## config.mk

```make
export PLATFORM = sky130hd
export DESIGN_NAME = ex_muldiv_ctrl_flat
export DESIGN_NICKNAME = d
export VERILOG_FILES = /design/src/rtl/ex_muldiv_ctrl_if.sv /design/src/rtl/ex_muldiv_ctrl.sv /design/src/flat_wrapper.sv
export SDC_FILE = /design/constraint.sdc
export NUM_CORES = 1
export LEC_CHECK = 0
export BUFFER_PORTS_ARGS = -buffer_cell sky130_fd_sc_hd__buf_4
export CAP_MARGIN = 15
export CORE_AREA = 2 2 225 182
export CTS_CLUSTER_DIAMETER = 80
export CTS_CLUSTER_SIZE = 12
export DETAILED_ROUTE_END_ITERATION = 6
export DIE_AREA = 0 0 227 184
export PLACE_DENSITY_LB_ADDON = 0.15
export SYNTH_ARGS = -nofsm -noshare
export SYNTH_HDL_FRONTEND = slang
export SYNTH_SLANG_ARGS = --single-unit
export TNS_END_PERCENT = 100
```

## constraint.sdc

```tcl
create_clock -name clock -period 3.79 [get_ports clock]
set_input_delay 0.758 -clock clock [delete_from_list [all_inputs] [get_ports clock]]
set_output_delay 0.758 -clock clock [all_outputs]
set_load 0.005 [all_outputs]
```

## src/rtl/ex_muldiv_ctrl_if.sv

```systemverilog
// EX-stage <-> multiply/divide sequencer bus.
// The master side is the EX stage (operands, opcode, flush); the slave side
// is the sequencer (stall, busy and the result returned toward EX/MEM).
interface ex_muldiv_ctrl_if #(
    parameter int DATA_W = 64,
    parameter int ADDR_W = 5
);
    logic              ex_valid_i;
    logic [10:0]       ex_opcode_i;
    logic [ADDR_W-1:0] ex_waddr_i;
    logic [DATA_W-1:0] ex_reg1_i;
    logic [DATA_W-1:0] ex_reg2_i;
    logic              flush_i;
    logic              stall_o;
    logic              busy_o;
    logic              md_valid_o;
    logic [DATA_W-1:0] md_result_o;
    logic [ADDR_W-1:0] md_waddr_o;
    logic              md_dbz_o;

    modport master (
        output ex_valid_i, ex_opcode_i, ex_waddr_i, ex_reg1_i, ex_reg2_i, flush_i,
        input  stall_o, busy_o, md_valid_o, md_result_o, md_waddr_o, md_dbz_o
    );

    modport slave (
        input  ex_valid_i, ex_opcode_i, ex_waddr_i, ex_reg1_i, ex_reg2_i, flush_i,
        output stall_o, busy_o, md_valid_o, md_result_o, md_waddr_o, md_dbz_o
    );
endinterface

```

## src/rtl/ex_muldiv_ctrl.sv

```systemverilog
// Multi-cycle MUL / UDIV sequencer for the EX stage.
// One bit per cycle: shift-add multiply (low half only) and restoring
// unsigned divide. Operand registers are shared between the two ops:
//   a_r   : multiplicand, or dividend that fills with quotient bits from the LSB
//   b_r   : multiplier (shifts right), or divisor (static)
//   acc_r : product accumulator, or partial remainder
module ex_muldiv_ctrl #(
    parameter int          DATA_W   = 64,
    parameter int          ADDR_W   = 5,
    parameter logic [10:0] OPC_MUL  = 11'h4D8,
    parameter logic [10:0] OPC_UDIV = 11'h4D6
) (
    input  logic           clock,
    input  logic           reset,
    ex_muldiv_ctrl_if.slave bus
);
    localparam int CNT_W = $clog2(DATA_W + 1);

    typedef enum logic [1:0] {
        ST_IDLE = 2'd0,
        ST_MUL  = 2'd1,
        ST_DIV  = 2'd2,
        ST_DONE = 2'd3
    } state_t;

    state_t            state_r, state_nxt_s;
    logic [CNT_W-1:0]  cnt_r, cnt_nxt_s;
    logic [DATA_W-1:0] a_r, a_nxt_s;
    logic [DATA_W-1:0] b_r, b_nxt_s;
    logic [DATA_W-1:0] acc_r, acc_nxt_s;
    logic [ADDR_W-1:0] op_waddr_r, op_waddr_nxt_s;
    logic [DATA_W-1:0] md_result_r, md_result_nxt_s;
    logic [ADDR_W-1:0] md_waddr_r, md_waddr_nxt_s;
    logic              md_dbz_r, md_dbz_nxt_s;

    logic              is_mul_s, is_div_s, start_s, last_iter_s;
    logic [DATA_W-1:0] mul_sum_s;
    logic [DATA_W:0]   div_shift_s;
    logic              div_ge_s;
    logic [DATA_W-1:0] div_diff_s, rem_nxt_s, quo_nxt_s;

    assign is_mul_s    = (bus.ex_opcode_i == OPC_MUL);
    assign is_div_s    = (bus.ex_opcode_i == OPC_UDIV);
    // Gated by reset so that stall_o is low for as long as reset is held.
    assign start_s     = bus.ex_valid_i & (is_mul_s | is_div_s) & (state_r == ST_IDLE)
                         & ~bus.flush_i & reset;
    assign last_iter_s = (cnt_r == CNT_W'(1));

    // Shift-add step: add the multiplicand when the current multiplier bit is set.
    assign mul_sum_s   = acc_r + (b_r[0] ? a_r : {DATA_W{1'b0}});

    // Restoring-divide step: bring down the dividend MSB, subtract if it fits.
    // When div_ge_s holds the difference fits in DATA_W bits, so the
    // subtraction is done at DATA_W width.
    assign div_shift_s = {acc_r, a_r[DATA_W-1]};
    assign div_ge_s    = (div_shift_s >= {1'b0, b_r});
    assign div_diff_s  = div_shift_s[DATA_W-1:0] - b_r;
    assign rem_nxt_s   = div_ge_s ? div_diff_s : div_shift_s[DATA_W-1:0];
    assign quo_nxt_s   = {a_r[DATA_W-2:0], div_ge_s};

    // State register.
    always_ff @(posedge clock or negedge reset) begin
        if (!reset) begin
            state_r <= ST_IDLE;
        end else begin
            state_r <= state_nxt_s;
        end
    end

    // Next-state logic; flush aborts from any state.
    always_comb begin
        state_nxt_s = state_r;
        if (bus.flush_i) begin
            state_nxt_s = ST_IDLE;
        end else begin
            case (state_r)
                ST_IDLE: begin
                    if (start_s) begin
                        if (is_mul_s) begin
                            state_nxt_s = ST_MUL;
                        end else if (bus.ex_reg2_i == {DATA_W{1'b0}}) begin
                            state_nxt_s = ST_DONE;
                        end else begin
                            state_nxt_s = ST_DIV;
                        end
                    end else begin
                        state_nxt_s = ST_IDLE;
                    end
                end
                ST_MUL, ST_DIV: begin
                    if (last_iter_s) begin
                        state_nxt_s = ST_DONE;
                    end else begin
                        state_nxt_s = state_r;
                    end
                end
                ST_DONE: state_nxt_s = ST_IDLE;
                default: state_nxt_s = ST_IDLE;
            endcase
        end
    end

    // Datapath next values; result registers load only on entry to DONE.
    always_comb begin
        cnt_nxt_s       = cnt_r;
        a_nxt_s         = a_r;
        b_nxt_s         = b_r;
        acc_nxt_s       = acc_r;
        op_waddr_nxt_s  = op_waddr_r;
        md_result_nxt_s = md_result_r;
        md_waddr_nxt_s  = md_waddr_r;
        md_dbz_nxt_s    = md_dbz_r;
        if (bus.flush_i) begin
            cnt_nxt_s = {CNT_W{1'b0}};
        end else begin
            case (state_r)
                ST_IDLE: begin
                    if (start_s) begin
                        a_nxt_s        = bus.ex_reg1_i;
                        b_nxt_s        = bus.ex_reg2_i;
                        acc_nxt_s      = {DATA_W{1'b0}};
                        cnt_nxt_s      = CNT_W'(DATA_W);
                        op_waddr_nxt_s = bus.ex_waddr_i;
                        if (is_div_s && (bus.ex_reg2_i == {DATA_W{1'b0}})) begin
                            md_result_nxt_s = {DATA_W{1'b0}};
                            md_waddr_nxt_s  = bus.ex_waddr_i;
                            md_dbz_nxt_s    = 1'b1;
                        end else begin
                            md_dbz_nxt_s    = md_dbz_r;
                        end
                    end else begin
                        cnt_nxt_s = cnt_r;
                    end
                end
                ST_MUL: begin
                    acc_nxt_s = mul_sum_s;
                    a_nxt_s   = {a_r[DATA_W-2:0], 1'b0};
                    b_nxt_s   = {1'b0, b_r[DATA_W-1:1]};
                    cnt_nxt_s = cnt_r - CNT_W'(1);
                    if (last_iter_s) begin
                        md_result_nxt_s = mul_sum_s;
                        md_waddr_nxt_s  = op_waddr_r;
                        md_dbz_nxt_s    = 1'b0;
                    end else begin
                        md_dbz_nxt_s    = md_dbz_r;
                    end
                end
                ST_DIV: begin
                    acc_nxt_s = rem_nxt_s;
                    a_nxt_s   = quo_nxt_s;
                    cnt_nxt_s = cnt_r - CNT_W'(1);
                    if (last_iter_s) begin
                        md_result_nxt_s = quo_nxt_s;
                        md_waddr_nxt_s  = op_waddr_r;
                        md_dbz_nxt_s    = 1'b0;
                    end else begin
                        md_dbz_nxt_s    = md_dbz_r;
                    end
                end
                ST_DONE: cnt_nxt_s = cnt_r;
                default: cnt_nxt_s = {CNT_W{1'b0}};
            endcase
        end
    end

    // Datapath and result registers.
    always_ff @(posedge clock or negedge reset) begin
        if (!reset) begin
            cnt_r       <= {CNT_W{1'b0}};
            a_r         <= {DATA_W{1'b0}};
            b_r         <= {DATA_W{1'b0}};
            acc_r       <= {DATA_W{1'b0}};
            op_waddr_r  <= {ADDR_W{1'b0}};
            md_result_r <= {DATA_W{1'b0}};
            md_waddr_r  <= {ADDR_W{1'b0}};
            md_dbz_r    <= 1'b0;
        end else begin
            cnt_r       <= cnt_nxt_s;
            a_r         <= a_nxt_s;
            b_r         <= b_nxt_s;
            acc_r       <= acc_nxt_s;
            op_waddr_r  <= op_waddr_nxt_s;
            md_result_r <= md_result_nxt_s;
            md_waddr_r  <= md_waddr_nxt_s;
            md_dbz_r    <= md_dbz_nxt_s;
        end
    end

    assign bus.stall_o     = start_s | (state_r == ST_MUL) | (state_r == ST_DIV);
    assign bus.busy_o      = (state_r == ST_MUL) | (state_r == ST_DIV);
    assign bus.md_valid_o  = (state_r == ST_DONE) & ~bus.flush_i;
    assign bus.md_result_o = md_result_r;
    assign bus.md_waddr_o  = md_waddr_r;
    assign bus.md_dbz_o    = md_dbz_r;
endmodule

```

## src/flat_wrapper.sv

```systemverilog
// flat-port wrapper written by rule: the top's interface ports become plain ports
module ex_muldiv_ctrl_flat 
#(
    parameter int          DATA_W   = 64,
    parameter int          ADDR_W   = 5,
    parameter logic [10:0] OPC_MUL  = 11'h4D8,
    parameter logic [10:0] OPC_UDIV = 11'h4D6
)
  (clock, reset, bus_ex_valid_i, bus_ex_opcode_i, bus_ex_waddr_i, bus_ex_reg1_i, bus_ex_reg2_i, bus_flush_i, bus_stall_o, bus_busy_o, bus_md_valid_o, bus_md_result_o, bus_md_waddr_o, bus_md_dbz_o);
  ex_muldiv_ctrl_if #(.DATA_W(DATA_W), .ADDR_W(ADDR_W)) bus_i ();
  input  logic clock;
  input  logic reset;
  input wire logic [$bits(bus_i.ex_valid_i)-1:0] bus_ex_valid_i;
  input wire logic [$bits(bus_i.ex_opcode_i)-1:0] bus_ex_opcode_i;
  input wire logic [$bits(bus_i.ex_waddr_i)-1:0] bus_ex_waddr_i;
  input wire logic [$bits(bus_i.ex_reg1_i)-1:0] bus_ex_reg1_i;
  input wire logic [$bits(bus_i.ex_reg2_i)-1:0] bus_ex_reg2_i;
  input wire logic [$bits(bus_i.flush_i)-1:0] bus_flush_i;
  output wire logic [$bits(bus_i.stall_o)-1:0] bus_stall_o;
  output wire logic [$bits(bus_i.busy_o)-1:0] bus_busy_o;
  output wire logic [$bits(bus_i.md_valid_o)-1:0] bus_md_valid_o;
  output wire logic [$bits(bus_i.md_result_o)-1:0] bus_md_result_o;
  output wire logic [$bits(bus_i.md_waddr_o)-1:0] bus_md_waddr_o;
  output wire logic [$bits(bus_i.md_dbz_o)-1:0] bus_md_dbz_o;
  assign bus_i.ex_valid_i = bus_ex_valid_i;
  assign bus_i.ex_opcode_i = bus_ex_opcode_i;
  assign bus_i.ex_waddr_i = bus_ex_waddr_i;
  assign bus_i.ex_reg1_i = bus_ex_reg1_i;
  assign bus_i.ex_reg2_i = bus_ex_reg2_i;
  assign bus_i.flush_i = bus_flush_i;
  assign bus_stall_o = bus_i.stall_o;
  assign bus_busy_o = bus_i.busy_o;
  assign bus_md_valid_o = bus_i.md_valid_o;
  assign bus_md_result_o = bus_i.md_result_o;
  assign bus_md_waddr_o = bus_i.md_waddr_o;
  assign bus_md_dbz_o = bus_i.md_dbz_o;
  ex_muldiv_ctrl #(.DATA_W(DATA_W), .ADDR_W(ADDR_W), .OPC_MUL(OPC_MUL), .OPC_UDIV(OPC_UDIV)) u_core (.clock(clock), .reset(reset), .bus(bus_i));
endmodule
```

==> key figures, run 1 <==
STA
  • Worst-Margin Slew: 0.9972 ns
  • Worst slew margin: 33.27%
  • Achievable frequency: between 200 and 300 MHz
  • Final hold vios: 0
  • Fin crit share: a little over nine tenths
  • Count of final setup violators: 0
  • Tmin final: about 3.7 ns
  • Fin Clk Skew: approximately 0.021 ns
  • Max-slew violation count: 0
  • Setup TNS: 0 ns

Place
  • DP HPWL: 57.41 mm
  • GPL Wtd Cong: 1.016
  • PortBufs: 220

Synthesis
  • Post-synth top area cell: dfrtp_1
  • Mapped Area: 21490 um^2
  • Most used DFF post-synth: dfrtp_1
  • Fraction of registers with async set/reset: 100.0%
  • Post-synth top cells: nor2_1 (289), nand2_1 (280), dfrtp_1 (276)
  • Synth Instances: 2625
  • Top cell type's share of synthesized area: 32.13%
  • Synth Register Bits: 276
  • Avg Inst Size Synth: 8.188 um^2
  • Most frequent cell after synthesis: nor2_1
  • Number of enable flip-flop cells after synthesis: 0
  • Largest cells by area after synthesis: dfrtp_1 (32%), ha_1 (7.9%), a21oi_1 (5.6%)
  • Yosys warning total: 0
  • Sequential share of the synthesized area: approximately 32%
  • Distinct cells, synth: between 70 and 80
  • Syn Nets: 2911

CTS
  • Clock transition at path regs: 0.07 ns
  • H-tree depth: 1
  • CTS Buf Count: 28
  • TritonCTS clock tree: built
  • Bufs on Longest Clock Path: 3
  • Worst skew pair latency: roughly 0.58 ns
  • CTS sink count: 276
  • Root Driver: clkbuf_16

Critical path
  • Critical path's most frequent cell: buf_4
  • Critical path fanouts, max: 28
  • Worst R2R End: u_core.bus.md_result_o[55]
  • CP cell instances: buf_12, and2_1, ha_1, and3_1, and4_2, o211ai_1, nand3_1, a21oi_1, buf_4, o211ai_1, a41oi_2, buf_4, xnor2_2, buf_4, a22oi_1, o21ai_1
  • Reg2reg start: u_core.b_r[0]
  • Data required, critical path: 4.24 ns
  • Crit. End Element: flip-flop
  • Register-to-register setup slack: 0.12 ns
  • WP buf/inv: 4
  • Worst path slowest cell: ha_1
  • FF-to-FF path depth: 16
  • CP peak stage delay: 0.42 ns
  • Setup crit start kind: flip-flop
  • CP arrival: around 4 ns
  • Crit Path Class: reg2reg
  • Crit path max-delay family: compound AO/OA/AOI/OAI gates

Die
  • Die area: 41770 um^2
  • Starting Density: between 50% and 60%
  • # IOs: 221
  • Core Area: 39360 um^2
  • Row count: 65
  • Die Y: ~180 um
  • Die W: between 200 and 250 um

Power
  • VDD IR max: 0.3645 mV
  • Power Density: around 290 nW/um^2
  • Cell leakage power: 11.78 nW

Flow run
  • Max-cap viol count: 0

Worst hold path
  • Hold crit path type: in2reg
  • Min-delay src: bus_ex_waddr_i[1]
  • Hold depth: 2
  • Worst hold endpoint: u_core.op_waddr_r[1]

Detailed routing
  • First-pass DRT Iterations: 5
  • DR vias: between 20000 and 25000
  • Vias/cell: between 6 and 7
  • Antenna viol nets, final: 0
  • Routed WL: ~75 mm
  • WL/cell: 21.97 um
  • Starting DRC count in detailed routing: 2039
  • Drc violations: 0

Final layout
  • Final nets: approximately 3200
  • # diodes: 0
  • Share of cells above drive strength 1: ~19%
  • Area growth, synth to finish: 20.75%
  • Util after Layout: 65.93%

Global routing
  • GR Overflow Total: 0
  • Initial antenna violation count: 0
  • GRT Util Overall: between 30% and 40%
  • Vias in the first global route: 21101
  • Largest net degree at the start of global routing: ~130
  • First-pass GRT wire length: 116.1 mm

Outcome
  • Status: finished, final reports clean
## cell type report
type | instances | area, um^2
clock buffers | 30 | 729.5
clock inverters | 4 | 55.05
fillers | 3446 | 13410
inverters | 94 | 352.8
multi-input cells | 2084 | 14030
flip-flops and latches | 276 | 6913
well taps | 536 | 670.6
repair buffers | 406 | 3199
## cell usage in the layout (no fill, tap or decap), types with 20 or more instances in the layout
cell type / netlist / layout
a21o_1: 75 / 75
a21oi_1: 241 / 230
a221oi_1: 71 / 70
a22oi_1: 53 / 53
a31oi_1: 25 / 21
and2_1: 72 / 71
buf_4: 1 / 392
clkbuf_16: 0 / 29
dfrtp_1: 276 / 271
ha_1: 136 / 122
inv_1: 91 / 91
mux2i_1: 97 / 95
nand2_1: 280 / 277
nand3_1: 34 / 32
nand4_1: 42 / 42
nor2_1: 289 / 285
nor3_1: 44 / 42
o211ai_1: 28 / 28
o21a_1: 20 / 20
o21ai_0: 158 / 148
xnor2_1: 61 / 59
xor2_1: 54 / 53
## worst reg2reg max path, cell delays in order (launching register included)
cell and delay, ns:
dfrtp_1 0.41, buf_12 0.17, and2_1 0.18, ha_1 0.42, and3_1 0.26, and4_2 0.33
o211ai_1 0.18, nand3_1 0.17, a21oi_1 0.07, buf_4 0.18, o211ai_1 0.26, a41oi_2 0.24
buf_4 0.20, xnor2_2 0.13, buf_4 0.13, a22oi_1 0.13, o21ai_1 0.08
## timing repair
item / in CTS / in global routing
setup endpoints to repair: 66 / 81
pin swaps: 3 / 17
setup buffers: 4 / 0
hold endpoints to repair: 10 / 0
cloned: 0 / 0
hold buffers: 1 / 0
gates resized for setup: 16 / 75
## flip-flops by register name (all words and copies together) (netlist names)
signal                  cells
u_core.a_r                 64
u_core.bus.md_waddr_o       5
u_core.b_r                 64
u_core.acc_r               64
u_core.state_r              2
u_core.cnt_r                7
u_core.bus.md_result_o     64
u_core.bus.md_dbz_o         1
u_core.op_waddr_r           5
## worst max path at each step
stage	start	end	cells past startpoint
floorplan	u_core.b_r[0]	u_core.acc_r[60]	16
finish	u_core.b_r[0]	u_core.bus.md_result_o[55]	16
global placement	u_core.b_r[0]	u_core.bus.md_result_o[63]	16
detailed placement	u_core.b_r[0]	u_core.bus.md_result_o[63]	16
CTS	u_core.b_r[0]	u_core.bus.md_result_o[55]	16
global route	u_core.b_r[0]	u_core.bus.md_result_o[55]	16
## per-stage QoR
stage	power [mW]	setup slack (ns)	hold WS [ns]	cell area [um^2]	std cells
after floorplan	4.089	0.1511	0.4459	21490	2625
after CTS	7.376	0.008560	0.4161	25580	3430
after global routing	7.709	-0.01990	0.4143	25950	3430
final	7.429	0.1193	0.4312	25950	3430
after detailed placement	4.765	-0.3529	0.4725	24720	3391
after global placement	4.749	-0.3099	0.4652	24720	3391
## where the power goes
part / internal (mW) / total (mW) / switching, mW
combinational: 0.695 / 1.63 / 0.930
sequential: 3.05 / 3.17 / 0.119
clock: 1.42 / 2.64 / 1.22
total: 5.16 / 7.43 / 2.27
## logic make-up after synthesis
family,after synthesis,share of synthesized area (%)
adder cells (fa/ha/maj),138,8.103
AO/OA/AOI/OAI,857,26.86
flip-flops,276,32.13
multiplexers,104,4.884
XOR/XNOR,115,4.686
AND/OR/NAND/NOR,870,18.45
buffers and inverters,265,4.878
## routing by layer
layer | track usage [%] | up-vias | part of all wire (%)
li1 | - | 10117 | -
met3 | 5.370 | 207 | 6.4
met5 | 0.7168 | - | 0
met2 | 58.30 | 842 | 47
met1 | 46.83 | 10491 | 42
met4 | 14.90 | 0 | 4.7
Note: power is estimated with default switching activity, not from simulation.
==> inputs of run 2 (changes only) <==
ABC_AREA = 1   (was not set)
CORE_AREA = 2 2 244 198   (was 2 2 225 182)
DIE_AREA = 0 0 246 200   (was 0 0 227 184)
==> run 2 against run 1 <==
  * Wire length grew 31%
  * Clock power decreased by 6%
  * Area after synthesis rose by 21%
  * Combinational power increased to 6.1 times the previous value
==> key figures, run 2 <==
Critical path
  • Critical path fanouts, max: 52 (+86%)
  • Data required, critical path: 4.26 ns (+0.02 ns)
  • Worst path slowest cell: dfrtp_1
  • Setup crit start kind: flip-flop
  • CP cell instances: ha_1, nand2_1, nor2_1, nand3_1, nor2_1, nand2_1, nand3_1, nor2_4, nand2_4, buf_12, nand2_1, nand3_1, nand2_1, nand2_1, nand2_1
  • Critical path's most frequent cell: nand2_1
  • CP peak stage delay: 0.52 ns (+0.10 ns)
  • Crit. End Element: flip-flop
  • Crit Path Class: reg2reg
  • CP arrival: 4.12 ns (about the same)

STA
  • Count of final setup violators: 0 (unchanged)
  • Final hold vios: 0 (unchanged)
  • Max-slew violation count: 0 (unchanged)
  • Fin crit share: 96.51% (-0.34 points)
  • RSZ-0062 raised after global routing: no
  • Setup TNS: 0 ns (unchanged)
  • Setup ws final: 0.1323 ns (+0.01302 ns)
  • Worst hold slack: 0.03372 ns (-0.3975 ns)
  • Achievable frequency: 273.4 MHz (+0.36%)
  • Fin Clk Skew: 0.01903 ns (-0.002312 ns)
  • Worst slew margin: 22.01% (-11 points)
  • Tmin final: 3.658 ns (-0.01302 ns)
  • Worst-Margin Slew: 1.169 ns (+0.1713 ns)

Place
  • DP HPWL: 79.78 mm (+39%)
  • GPL Wtd Cong: 1.071 (+5.4%)
  • PortBufs: 220 (unchanged)
  • Placed Instances: 5188 (+53%)
  • Pre-CTS WS: 0.1011 ns (+0.4540 ns)

Synthesis
  • Yosys warning total: 0 (unchanged)
  • Avg Inst Size Synth: 5.855 um^2 (-28%)
  • Synth Register Bits: 276 (unchanged)
  • Post-synth top cells: nand2_1 (1845), inv_1 (725), nor2_1 (279)
  • Post-synth top area cell: nand2_1
  • Distinct cells, synth: 43 (-44%)
  • Synth Instances: 4444 (+69%)
  • Most used DFF post-synth: dfrtp_1
  • Mapped Area: 26020 um^2 (+21%)
  • Most frequent cell after synthesis: nand2_1
  • Number of enable flip-flop cells after synthesis: 0 (unchanged)
  • Fraction of registers with async set/reset: 100.0% (unchanged)
  • Syn Nets: 4730 (+62%)
  • Sequential share of the synthesized area: 26.55% (-5.6 points)
  • Largest cells by area after synthesis: nand2_1 (27%), dfrtp_1 (27%), inv_1 (10%)
  • Top cell type's share of synthesized area: 26.62% (-5.5 points)

Outcome
  • Status: finished, final reports clean

Power
  • Power Density: 584.1 nW/um^2 (+100%)
  • Combinational Power Share: 59.2% (+37 points)
  • Design Power: 16.91 mW (+130%)
  • Sequential share of power: 26.0% (-17 points)
  • Cell leakage power: 16.86 nW (+43%)
  • Sw power: 8.874 mW (+290%)
  • VDD IR max: 1.024 mV (+180%)
  • Sw Share: 52.49% (+22 points)
  • Clock share of power: 14.7% (-21 points)
  • Internal power: 8.033 mW (+56%)

CTS
  • TritonCTS clock tree: built
  • Worst skew pair latency: 0.58 ns (about the same)
  • H-tree depth: 1 (unchanged)
  • CTS Buf Count: 27 (-3.6%)
  • Root Driver: clkbuf_16
  • Clock transition at path regs: 0.06 ns (about the same)
  • CTS sink count: 276 (unchanged)
  • Bufs on Longest Clock Path: 3 (unchanged)

Detailed routing
  • Antenna viol nets, final: 0 (unchanged)
  • First-pass DRT Iterations: 6 (+1)
  • DR vias: 29264 (+35%)
  • Drc violations: 0 (unchanged)
  • Vias/cell: 5.606 (-11%)
  • Routed WL: 98.97 mm (+31%)
  • Starting DRC count in detailed routing: 3468 (+70%)
  • WL/cell: 18.96 um (-14%)

Die
  • # IOs: 221 (unchanged)
  • Row count: 71 (+9.2%)
  • Die Y: 200 um (+8.7%)
  • Die W: 246 um (+8.4%)
  • Starting Density: 55.79% (+1.2 points)
  • Core Area: 46640 um^2 (+18%)
  • Die area: 49200 um^2 (+18%)

Final layout
  • Fill cells: 4565 (+32%)
  • Area growth, synth to finish: 11.25%
  • Share of cells above drive strength 1: 7.739% (-12 points)
  • Final nets: 4885 (+54%)
  • Commonest non-fill, non-tap cell in the layout: nand2_1
  • # diodes: 0 (unchanged)
  • Most frequent cells in the layout: nand2_1 (1845), inv_1 (724), nor2_1 (278), dfrtp_1 (275), buf_4 (254)
  • Multi-input combinational cell area: 15730 um^2 (+12%)
  • Sequential Area: 6908 um^2 (about the same)
  • Layout Cells excl Fill: 5220 (+52%)

Global routing
  • First-pass GRT wire length: 148.9 mm (+28%)
  • Initial antenna violation count: 2 (+2)
  • Vias in the first global route: 26189 (+24%)
  • Largest net degree at the start of global routing: 161 (+26%)
  • GR peak layer: met1
  • GRT Util Overall: 39.45% (+3.9 points)
  • Met1 GRT Util: 58.17% (+11 points)
  • Met3 usage: 8.142% (+2.8 points)
  • GRT met2 Usage: 57.94% (-0.36 points)
  • GR Overflow Total: 0 (unchanged)

Flow run
  • Max-cap viol count: 0 (unchanged)

Worst hold path
  • Hold crit path type: in2async
## run 2: cell count changes in the layout (fill, tap and decap cells not counted), moves of 68 or more
cell      change
a21o_1       -72
inv_1       +633
nand3b_1     +71
o21ai_0      +76
mux2i_1      -95
nand3_1     +198
and2_1       -68
a221oi_1     -70
nand2_1    +1568
buf_4       -138
## run 2: layer usage
metal	vias up	share of wire [%]
li1	14153	-
met1	13413	44
met2	1540	41
met3	156	12
met4	2	3.2
met5	-	0.013
## run 2: final cells by class
class	count	area share, %
flip-flops and latches	276	23.87
clock buffers	28	2.347
well taps	620	2.680
clock inverters	2	0.1340
repair buffers	262	7.124
multi-input cells	3299	54.34
inverters	733	9.510
## run 2: final timing paths
| kind | depth (start not counted) | end | start | slack (ns) |
|---|---|---|---|---|
| setup / recovery | 15 | u_core.acc_r[23] | u_core.acc_r[5] | 0.13 |
| hold / removal | 1 | u_core.bus.md_result_o[13] | reset | 0.03 |
| setup reg to reg | 15 | u_core.acc_r[23] | u_core.acc_r[5] | 0.13 |
| hold reg to reg | 2 | u_core.bus.md_waddr_o[0] | u_core.bus.md_waddr_o[0] | 0.48 |
| max in group asynchronous | 3 | u_core.b_r[40] | reset | 2.17 |
| min in group clock | 3 | u_core.b_r[55] | bus_ex_reg2_i[55] | 0.43 |
## run 2: power by group through the flow
stage	Clock [mW]	Sequential (mW)	Combinational [mW]
after floorplan	0	4.20	6.80
after CTS	2.52	4.36	9.72
final	2.49	4.40	10.0
after global routing	2.63	4.48	11.0
after detailed placement	0	4.40	9.67
after global placement	0	4.39	9.63
## run 2: cell families after synthesis
logic type      share of synthesized area [%]
xor+xnor                                1.145
compound gates                          11.50
simple gates                            40.82
flops                                   26.55
fa+ha+maj                               6.694
buf+inv                                 13.29
## run 2: through the flow
step	util (%)	cell area, um^2
final	62.06	28950
after detailed placement	60.49	28210
after global routing	62.06	28950
after global placement	60.49	28210
after CTS	62.03	28930
after floorplan	-	26020
## run 2: what timing repair did
item | CTS | global route
hold buffers | 0 | 0
setup buffers | 0 | 0
gates resized for setup | 0 | 1
endpoints found under the setup margin | 0 | 66
## run 2: critical path: cells and delay by family, from the launching register on
| kind | cells | cell delay [ns] |
|---|---|---|
| simple gates | 13 | 2.22 |
| flops | 1 | 0.52 |
| fa+ha+maj | 1 | 0.44 |
| buf+inv | 1 | 0.29 |
